--- config.mk ---
export PLATFORM = sky130hd
export DESIGN_NAME = game_controller_flat
export DESIGN_NICKNAME = d
export VERILOG_FILES = /design/src/rtl/game_if.sv /design/src/rtl/game_controller.sv /design/src/flat_wrapper.sv
export SDC_FILE = /design/constraint.sdc
export NUM_CORES = 1
export LEC_CHECK = 0
export ABC_AREA = 1
export CAP_MARGIN = 0
export CORE_ASPECT_RATIO = 0.5
export CORE_UTILIZATION = 40
export DETAILED_ROUTE_END_ITERATION = 12
export PLACE_DENSITY = 0.59
export SLEW_MARGIN = 20
export SYNTH_ARGS = -nofsm -noshare
export SYNTH_HDL_FRONTEND = slang
export SYNTH_SLANG_ARGS = --single-unit
--- constraint.sdc ---
create_clock -name clk -period 3 [get_ports clk]
set_input_delay 0.75 -clock clk [delete_from_list [all_inputs] [get_ports clk]]
set_output_delay 0.75 -clock clk [all_outputs]
set_load 0.02 [all_outputs]
--- src/rtl/game_if.sv ---
// Bundle of the controller's frame/button inputs and the object state it
// publishes to the renderer. The controller takes the slave side.
interface game_if;
    logic       frame_tick;
    logic       btn_fire;
    logic       btn_continue;
    logic [9:0] player_h;
    logic [9:0] player_v;

    logic       game_start;
    logic       game_playing;
    logic       game_lose;
    logic       game_win;
    logic [9:0] enemy_h;
    logic [9:0] enemy_v;
    logic       enemy1_hit;
    logic       enemy2_hit;
    logic       enemy3_hit;
    logic [9:0] projectile_h;
    logic [9:0] projectile_v;
    logic       projectile_idle;

    modport master (
        output frame_tick, btn_fire, btn_continue, player_h, player_v,
        input  game_start, game_playing, game_lose, game_win,
        input  enemy_h, enemy_v, enemy1_hit, enemy2_hit, enemy3_hit,
        input  projectile_h, projectile_v, projectile_idle
    );

    modport slave (
        input  frame_tick, btn_fire, btn_continue, player_h, player_v,
        output game_start, game_playing, game_lose, game_win,
        output enemy_h, enemy_v, enemy1_hit, enemy2_hit, enemy3_hit,
        output projectile_h, projectile_v, projectile_idle
    );
endinterface

--- src/rtl/game_controller.sv ---
// Game sequencer: owns the game state, the three-enemy formation, the
// player projectile and the hit flags. Motion advances once per frame_tick.
//
// state      | meaning
// -----------+--------------------------------------------------------------
// ST_START   | waiting for btn_continue before the first game
// ST_PLAYING | formation and projectile move on frame_tick, fire accepted
// ST_LOSE    | formation reached the player row; wait for btn_continue
// ST_WIN     | all three enemies destroyed; wait for btn_continue
module game_controller #(
    parameter int H_MIN      = 144,
    parameter int H_MAX      = 783,
    parameter int V_MIN      = 35,
    parameter int ENEMY_STEP = 2,
    parameter int ENEMY_DROP = 20,
    parameter int PROJ_SPEED = 6
) (
    input  logic  clk,
    input  logic  reset,
    game_if.slave bus
);

    // One-hot encoding so each state flag is a register bit.
    typedef enum logic [3:0] {
        ST_START   = 4'b0001,
        ST_PLAYING = 4'b0010,
        ST_LOSE    = 4'b0100,
        ST_WIN     = 4'b1000
    } state_t;

    localparam logic [9:0]  H_MIN_10  = 10'(H_MIN);
    localparam logic [9:0]  V_MIN_10  = 10'(V_MIN);
    localparam logic [9:0]  STEP_10   = 10'(ENEMY_STEP);
    localparam logic [9:0]  DROP_10   = 10'(ENEMY_DROP);
    localparam logic [9:0]  SPEED_10  = 10'(PROJ_SPEED);
    localparam logic [10:0] H_MIN_11  = 11'(H_MIN);
    localparam logic [10:0] H_MAX_11  = 11'(H_MAX);
    localparam logic [10:0] STEP_11   = 11'(ENEMY_STEP);
    localparam logic [10:0] SPEED_11  = 11'(PROJ_SPEED);
    localparam logic [10:0] ENEMY_W   = 11'd75;
    localparam logic [10:0] ENEMY_GAP = 11'd150;
    localparam logic [10:0] FORM_W    = 11'd375;
    localparam logic [10:0] PROJ_W    = 11'd10;
    localparam logic [9:0]  PROJ_XOFF = 10'd32;
    localparam logic [9:0]  PROJ_YOFF = 10'd10;

    state_t     state_q, state_d;
    logic [9:0] eh_q, eh_d;
    logic [9:0] ev_q, ev_d;
    logic       dir_right_q, dir_right_d;
    logic [2:0] hit_q, hit_d;
    logic [9:0] ph_q, ph_d;
    logic [9:0] pv_q, pv_d;
    logic       idle_q, idle_d;

    logic [2:0] overlap;
    logic [2:0] hit_sel;

    // State and object registers; reset wins over everything.
    always_ff @(posedge clk) begin
        if (reset) begin
            state_q     <= ST_START;
            eh_q        <= H_MIN_10;
            ev_q        <= V_MIN_10;
            dir_right_q <= 1'b1;
            hit_q       <= 3'b000;
            ph_q        <= 10'd0;
            pv_q        <= 10'd0;
            idle_q      <= 1'b1;
        end else begin
            state_q     <= state_d;
            eh_q        <= eh_d;
            ev_q        <= ev_d;
            dir_right_q <= dir_right_d;
            hit_q       <= hit_d;
            ph_q        <= ph_d;
            pv_q        <= pv_d;
            idle_q      <= idle_d;
        end
    end

    // Rectangle overlap of the projectile against each enemy, lowest index wins.
    always_comb begin
        logic [10:0] e_left;
        logic        v_ovl;
        overlap = 3'b000;
        v_ovl   = ({1'b0, pv_q} < {1'b0, ev_q} + ENEMY_W) &&
                  ({1'b0, pv_q} + PROJ_W > {1'b0, ev_q});
        for (int k = 0; k < 3; k++) begin
            e_left     = {1'b0, eh_q} + ENEMY_GAP * 11'(k);
            overlap[k] = v_ovl &&
                         ({1'b0, ph_q} < e_left + ENEMY_W) &&
                         ({1'b0, ph_q} + PROJ_W > e_left);
        end
        overlap    = overlap & ~hit_q & {3{~idle_q}};
        hit_sel[0] = overlap[0];
        hit_sel[1] = overlap[1] & ~overlap[0];
        hit_sel[2] = overlap[2] & ~overlap[1] & ~overlap[0];
    end

    // Next-state and next-object values for the current cycle.
    always_comb begin
        state_d     = state_q;
        eh_d        = eh_q;
        ev_d        = ev_q;
        dir_right_d = dir_right_q;
        hit_d       = hit_q;
        ph_d        = ph_q;
        pv_d        = pv_q;
        idle_d      = idle_q;

        case (state_q)
            ST_START, ST_LOSE, ST_WIN: begin
                if (bus.btn_continue) begin
                    state_d     = ST_PLAYING;
                    eh_d        = H_MIN_10;
                    ev_d        = V_MIN_10;
                    dir_right_d = 1'b1;
                    hit_d       = 3'b000;
                    ph_d        = 10'd0;
                    pv_d        = 10'd0;
                    idle_d      = 1'b1;
                end
            end

            ST_PLAYING: begin
                // A launch takes precedence over moving, so a new shot
                // never advances on the frame it is fired.
                if (bus.btn_fire && idle_q) begin
                    idle_d = 1'b0;
                    ph_d   = bus.player_h + PROJ_XOFF;
                    pv_d   = bus.player_v - PROJ_YOFF;
                end else if (bus.frame_tick && !idle_q) begin
                    if (|hit_sel) begin
                        hit_d  = hit_q | hit_sel;
                        idle_d = 1'b1;
                        ph_d   = 10'd0;
                        pv_d   = 10'd0;
                    end else if ({1'b0, pv_q} < SPEED_11) begin
                        idle_d = 1'b1;
                        ph_d   = 10'd0;
                        pv_d   = 10'd0;
                    end else begin
                        pv_d = pv_q - SPEED_10;
                    end
                end

                if (bus.frame_tick) begin
                    if (dir_right_q) begin
                        if ({1'b0, eh_q} + FORM_W + STEP_11 > H_MAX_11 + 11'd1) begin
                            dir_right_d = 1'b0;
                            ev_d        = ev_q + DROP_10;
                        end else begin
                            eh_d = eh_q + STEP_10;
                        end
                    end else begin
                        if ({1'b0, eh_q} < H_MIN_11 + STEP_11) begin
                            dir_right_d = 1'b1;
                            ev_d        = ev_q + DROP_10;
                        end else begin
                            eh_d = eh_q - STEP_10;
                        end
                    end

                    if (&hit_d) begin
                        state_d = ST_WIN;
                    end else if ({1'b0, ev_q} + ENEMY_W >= {1'b0, bus.player_v}) begin
                        state_d = ST_LOSE;
                    end
                end
            end

            default: state_d = ST_START;
        endcase
    end

    assign bus.game_start      = state_q[0];
    assign bus.game_playing    = state_q[1];
    assign bus.game_lose       = state_q[2];
    assign bus.game_win        = state_q[3];
    assign bus.enemy_h         = eh_q;
    assign bus.enemy_v         = ev_q;
    assign bus.enemy1_hit      = hit_q[0];
    assign bus.enemy2_hit      = hit_q[1];
    assign bus.enemy3_hit      = hit_q[2];
    assign bus.projectile_h    = ph_q;
    assign bus.projectile_v    = pv_q;
    assign bus.projectile_idle = idle_q;

endmodule

--- src/flat_wrapper.sv ---
// flat-port wrapper written by rule: the top's interface ports become plain ports
module game_controller_flat 
#(
    parameter int H_MIN      = 144,
    parameter int H_MAX      = 783,
    parameter int V_MIN      = 35,
    parameter int ENEMY_STEP = 2,
    parameter int ENEMY_DROP = 20,
    parameter int PROJ_SPEED = 6
)
  (clk, reset, bus_frame_tick, bus_btn_fire, bus_btn_continue, bus_player_h, bus_player_v, bus_game_start, bus_game_playing, bus_game_lose, bus_game_win, bus_enemy_h, bus_enemy_v, bus_enemy1_hit, bus_enemy2_hit, bus_enemy3_hit, bus_projectile_h, bus_projectile_v, bus_projectile_idle);
  game_if bus_i ();
  input  logic clk;
  input  logic reset;
  input wire logic [$bits(bus_i.frame_tick)-1:0] bus_frame_tick;
  input wire logic [$bits(bus_i.btn_fire)-1:0] bus_btn_fire;
  input wire logic [$bits(bus_i.btn_continue)-1:0] bus_btn_continue;
  input wire logic [$bits(bus_i.player_h)-1:0] bus_player_h;
  input wire logic [$bits(bus_i.player_v)-1:0] bus_player_v;
  output wire logic [$bits(bus_i.game_start)-1:0] bus_game_start;
  output wire logic [$bits(bus_i.game_playing)-1:0] bus_game_playing;
  output wire logic [$bits(bus_i.game_lose)-1:0] bus_game_lose;
  output wire logic [$bits(bus_i.game_win)-1:0] bus_game_win;
  output wire logic [$bits(bus_i.enemy_h)-1:0] bus_enemy_h;
  output wire logic [$bits(bus_i.enemy_v)-1:0] bus_enemy_v;
  output wire logic [$bits(bus_i.enemy1_hit)-1:0] bus_enemy1_hit;
  output wire logic [$bits(bus_i.enemy2_hit)-1:0] bus_enemy2_hit;
  output wire logic [$bits(bus_i.enemy3_hit)-1:0] bus_enemy3_hit;
  output wire logic [$bits(bus_i.projectile_h)-1:0] bus_projectile_h;
  output wire logic [$bits(bus_i.projectile_v)-1:0] bus_projectile_v;
  output wire logic [$bits(bus_i.projectile_idle)-1:0] bus_projectile_idle;
  assign bus_i.frame_tick = bus_frame_tick;
  assign bus_i.btn_fire = bus_btn_fire;
  assign bus_i.btn_continue = bus_btn_continue;
  assign bus_i.player_h = bus_player_h;
  assign bus_i.player_v = bus_player_v;
  assign bus_game_start = bus_i.game_start;
  assign bus_game_playing = bus_i.game_playing;
  assign bus_game_lose = bus_i.game_lose;
  assign bus_game_win = bus_i.game_win;
  assign bus_enemy_h = bus_i.enemy_h;
  assign bus_enemy_v = bus_i.enemy_v;
  assign bus_enemy1_hit = bus_i.enemy1_hit;
  assign bus_enemy2_hit = bus_i.enemy2_hit;
  assign bus_enemy3_hit = bus_i.enemy3_hit;
  assign bus_projectile_h = bus_i.projectile_h;
  assign bus_projectile_v = bus_i.projectile_v;
  assign bus_projectile_idle = bus_i.projectile_idle;
  game_controller #(.H_MIN(H_MIN), .H_MAX(H_MAX), .V_MIN(V_MIN), .ENEMY_STEP(ENEMY_STEP), .ENEMY_DROP(ENEMY_DROP), .PROJ_SPEED(PROJ_SPEED)) u_core (.clk(clk), .reset(reset), .bus(bus_i));
endmodule
==> impl_metrics.py <==
metrics = {
    "finish": {
        "diodes": 0,
        "drive_gt1_frac": 0.2768,
        "syn2layout_area_growth_pct": 37.68,
        "fin_cells": 1377,
        "seq_area_um2": 970.9,
        "layout_common_cells": "nand2_1, buf_4, inv_1",
        "nFillCells": 1476,
        "final_nets": 1291,
        "mostFrequentLayoutCell": "nand2_1",
        "multi_input_area_um2": 5388,
        "finalInstanceArea_um2": 9015,
    },
    "synth": {
        "synth_cell_types": 59,
        "synth_edf_count": 0,
        "yosysSeqAreaShare": 0.1437,
        "yosys_warnings": 0,
        "syn-num-nets": 1107,
        "synth_top_cell_by_area": "ha_1",
        "synth_top_cell_area_share": 0.2102,
        "synthCells": 971,
        "avgSynthCellArea_um2": 6.743,
        "syn_area_um2": 6548,
        "synthFlopType": "dfxtp_1",
        "synthArstFlopShare": 0,
        "ys_seq_elements": 47,
        "synthTopCellsByArea": "ha_1, dfxtp_1, nand2_1",
    },
    "run": {
        "cap_violations": 0,
    },
    "floorplan": {
        "dieArea_um2": 16920,
        "rows": 32,
        "core_area_um2": 15700,
        "initial_core_util": 0.4172,
        "die_w_um": 182.9,
        "pin_count": 73,
        "die_h_um": 92.47,
    },
    "global_route": {
        "grt_overflow": 0,
        "grt_pass1_wl_um": 31060,
        "grt_max_degree": 24,
        "antenna_found_initial": 0,
        "track_usage": 0.2288,
        "grt_pass1_vias": 6240,
    },
    "sta": {
        "setup_violations": 23,
        "fmaxAchievable_mhz": 321.1,
        "slew_headroom": 0.6292,
        "tightestPinTransition_ps": 549.2,
        "finClkSkew_ps": 5.217,
        "grt_setup_unrepaired": "yes",
        "holdWs_ps": 519.3,
        "slew_violations": 0,
        "min_period_over_period": 1.038,
        "fin_crit_ps": 3115,
        "hold_viol_final": 0,
        "fin_ws_ps": -114.8,
    },
    "worst_setup_path": {
        "critPathSlowestCell": "dfxtp_4",
        "critPathMaxStageDelay_ps": 390,
        "crit_path_start_kind": "flip-flop",
        "arrival_ps": 3320,
        "critical_path_class": "reg2reg",
        "cp.required_ps": 3200,
        "crit_path_end_kind": "flip-flop",
        "rrSetupSlack_ps": -110,
        "path_max_fanout": 6,
    },
    "run_status": {
        "status": "finished, violations left",
        "violations": "setup timing",
    },
    "drt": {
        "vias": 6733,
        "wl_um": 19210,
        "ant_nets": 0,
        "vias_per_cell": 4.890,
        "drc": 0,
        "first_pass_iters": 6,
        "post_drt_wl_per_cell_um": 13.95,
        "drt_iter0_drc": 396,
    },
    "clocking": {
        "cts-htree-levels": 2,
        "cts.sinks": 47,
        "cts_tree": "done",
        "clk_latency_ps": 300,
        "numCtsBuffers": 5,
        "root_buffer": "clkbuf_16",
        "path_clk_slew_ps": 80,
        "clockBufferDepth": 2,
    },
    "placement": {
        "numPortBuffers": 71,
        "dp_hpwl_um": 15410,
        "pre_cts_ws_ps": -194.7,
        "dp_cells": 1350,
        "gp_congestion": 0.9258,
        "dpl-instance-area_um2": 8310,
    },
    "pwr": {
        "p_leak_nw": 4.388,
        "p_per_area_nw_per_um2": 428.6,
        "peakVddDrop_mv": 0.2495,
    },
    "worst_hold_path": {
        "holdCritPathClass": "reg2reg",
    },
}
-- power by group --
group / internal [W] / switching (W) / leakage, nW
logic: 0.000953 / 0.00148 / 3.92
registers: 0.000676 / 0.0000623 / 0.386
clock network: 0.000399 / 0.000293 / 0.0844
total: 0.00203 / 0.00184 / 4.39
-- timing repair --
item,CTS,global route
hold buffers,0,0
pin swaps,18,36
gates resized for setup,36,59
setup endpoints to repair,25,28
setup buffers,12,6
cloned,1,0
-- cells in the mapped netlist, types with 9 or more instances --
cell type	instances
nor2_2	16
o21ai_0	40
a21oi_1	69
nor2_1	70
ha_1	110
nand4_1	11
dfxtp_1	47
inv_2	16
nand2_1	241
nand2_2	19
inv_1	119
nand3_2	9
xnor2_1	11
nor3_1	10
xor2_1	34
nand3_1	44
-- critical path: cells and delay by family, from the launching register on --
| family | cells | cell delay, ps |
|---|---|---|
| AO/OA/AOI/OAI | 2 | 290 |
| XOR/XNOR | 1 | 190 |
| adder cells (fa/ha/maj) | 2 | 460 |
| buffers and inverters | 3 | 150 |
| flip-flops | 1 | 390 |
| AND/OR/NAND/NOR | 19 | 1530 |
-- logic make-up after synthesis --
group	Yosys count	share of synthesized area
xor+xnor	46	0.06268
buf+inv	157	0.09937
flops	47	0.1437
other cells	1	0.0005727
fa+ha+maj	111	0.2133
compound gates	151	0.1399
simple gates	458	0.3405
-- worst paths after layout --
path | from | end | cells past startpoint
worst max-delay path | u_core.bus.enemy_h[2] | u_core.state_q[1] | 27
worst min register to register | u_core.state_q[3] | u_core.state_q[3] | 2
worst max register to register | u_core.bus.enemy_h[2] | u_core.state_q[1] | 27
worst min-delay path | u_core.state_q[3] | u_core.state_q[3] | 2
-- final cells by class --
type | count | share of cell area
flip-flops and latches | 47 | 0.1077
repair buffers | 193 | 0.1831
inverters | 140 | 0.06176
clock buffers | 5 | 0.01388
well taps | 221 | 0.03067
multi-input cells | 768 | 0.5976
clock inverters | 3 | 0.005274
-- registers in the layout, summed over array words and instances, names as in the netlist --
signal,count
u_core.bus.enemy_h,9
u_core.bus.projectile_v,10
u_core.state_q,4
u_core.hit_q,3
u_core.dir_right_q,1
u_core.bus.enemy_v,9
u_core.bus.projectile_idle,1
u_core.bus.projectile_h,10
-- per-layer routing --
| layer | share of wire | vias to the layer above | GRT usage | wire length, um |
|---|---|---|---|---|
| li1 | - | 3536 | - | - |
| met1 | 0.51 | 3063 | 0.3291 | 9887 |
| met2 | 0.44 | 118 | 0.3638 | 8427 |
| met3 | 0.036 | 16 | 0.02831 | 682 |
| met4 | 0.011 | 0 | 0.04583 | 213 |
| met5 | 0 | - | 0 | 0 |
-- stage by stage --
stage	power [W]	utilization	TNS (ps)
CTS	0.003706	0.5556	-233.4
floorplan	0.002226	-	0
global route	0.004141	0.5744	-6722
finish	0.003864	0.5744	-1299
detailed placement	0.002893	0.5295	-2336
global placement	0.002855	0.5295	-1332
Power figures use the tool's default switching activity.
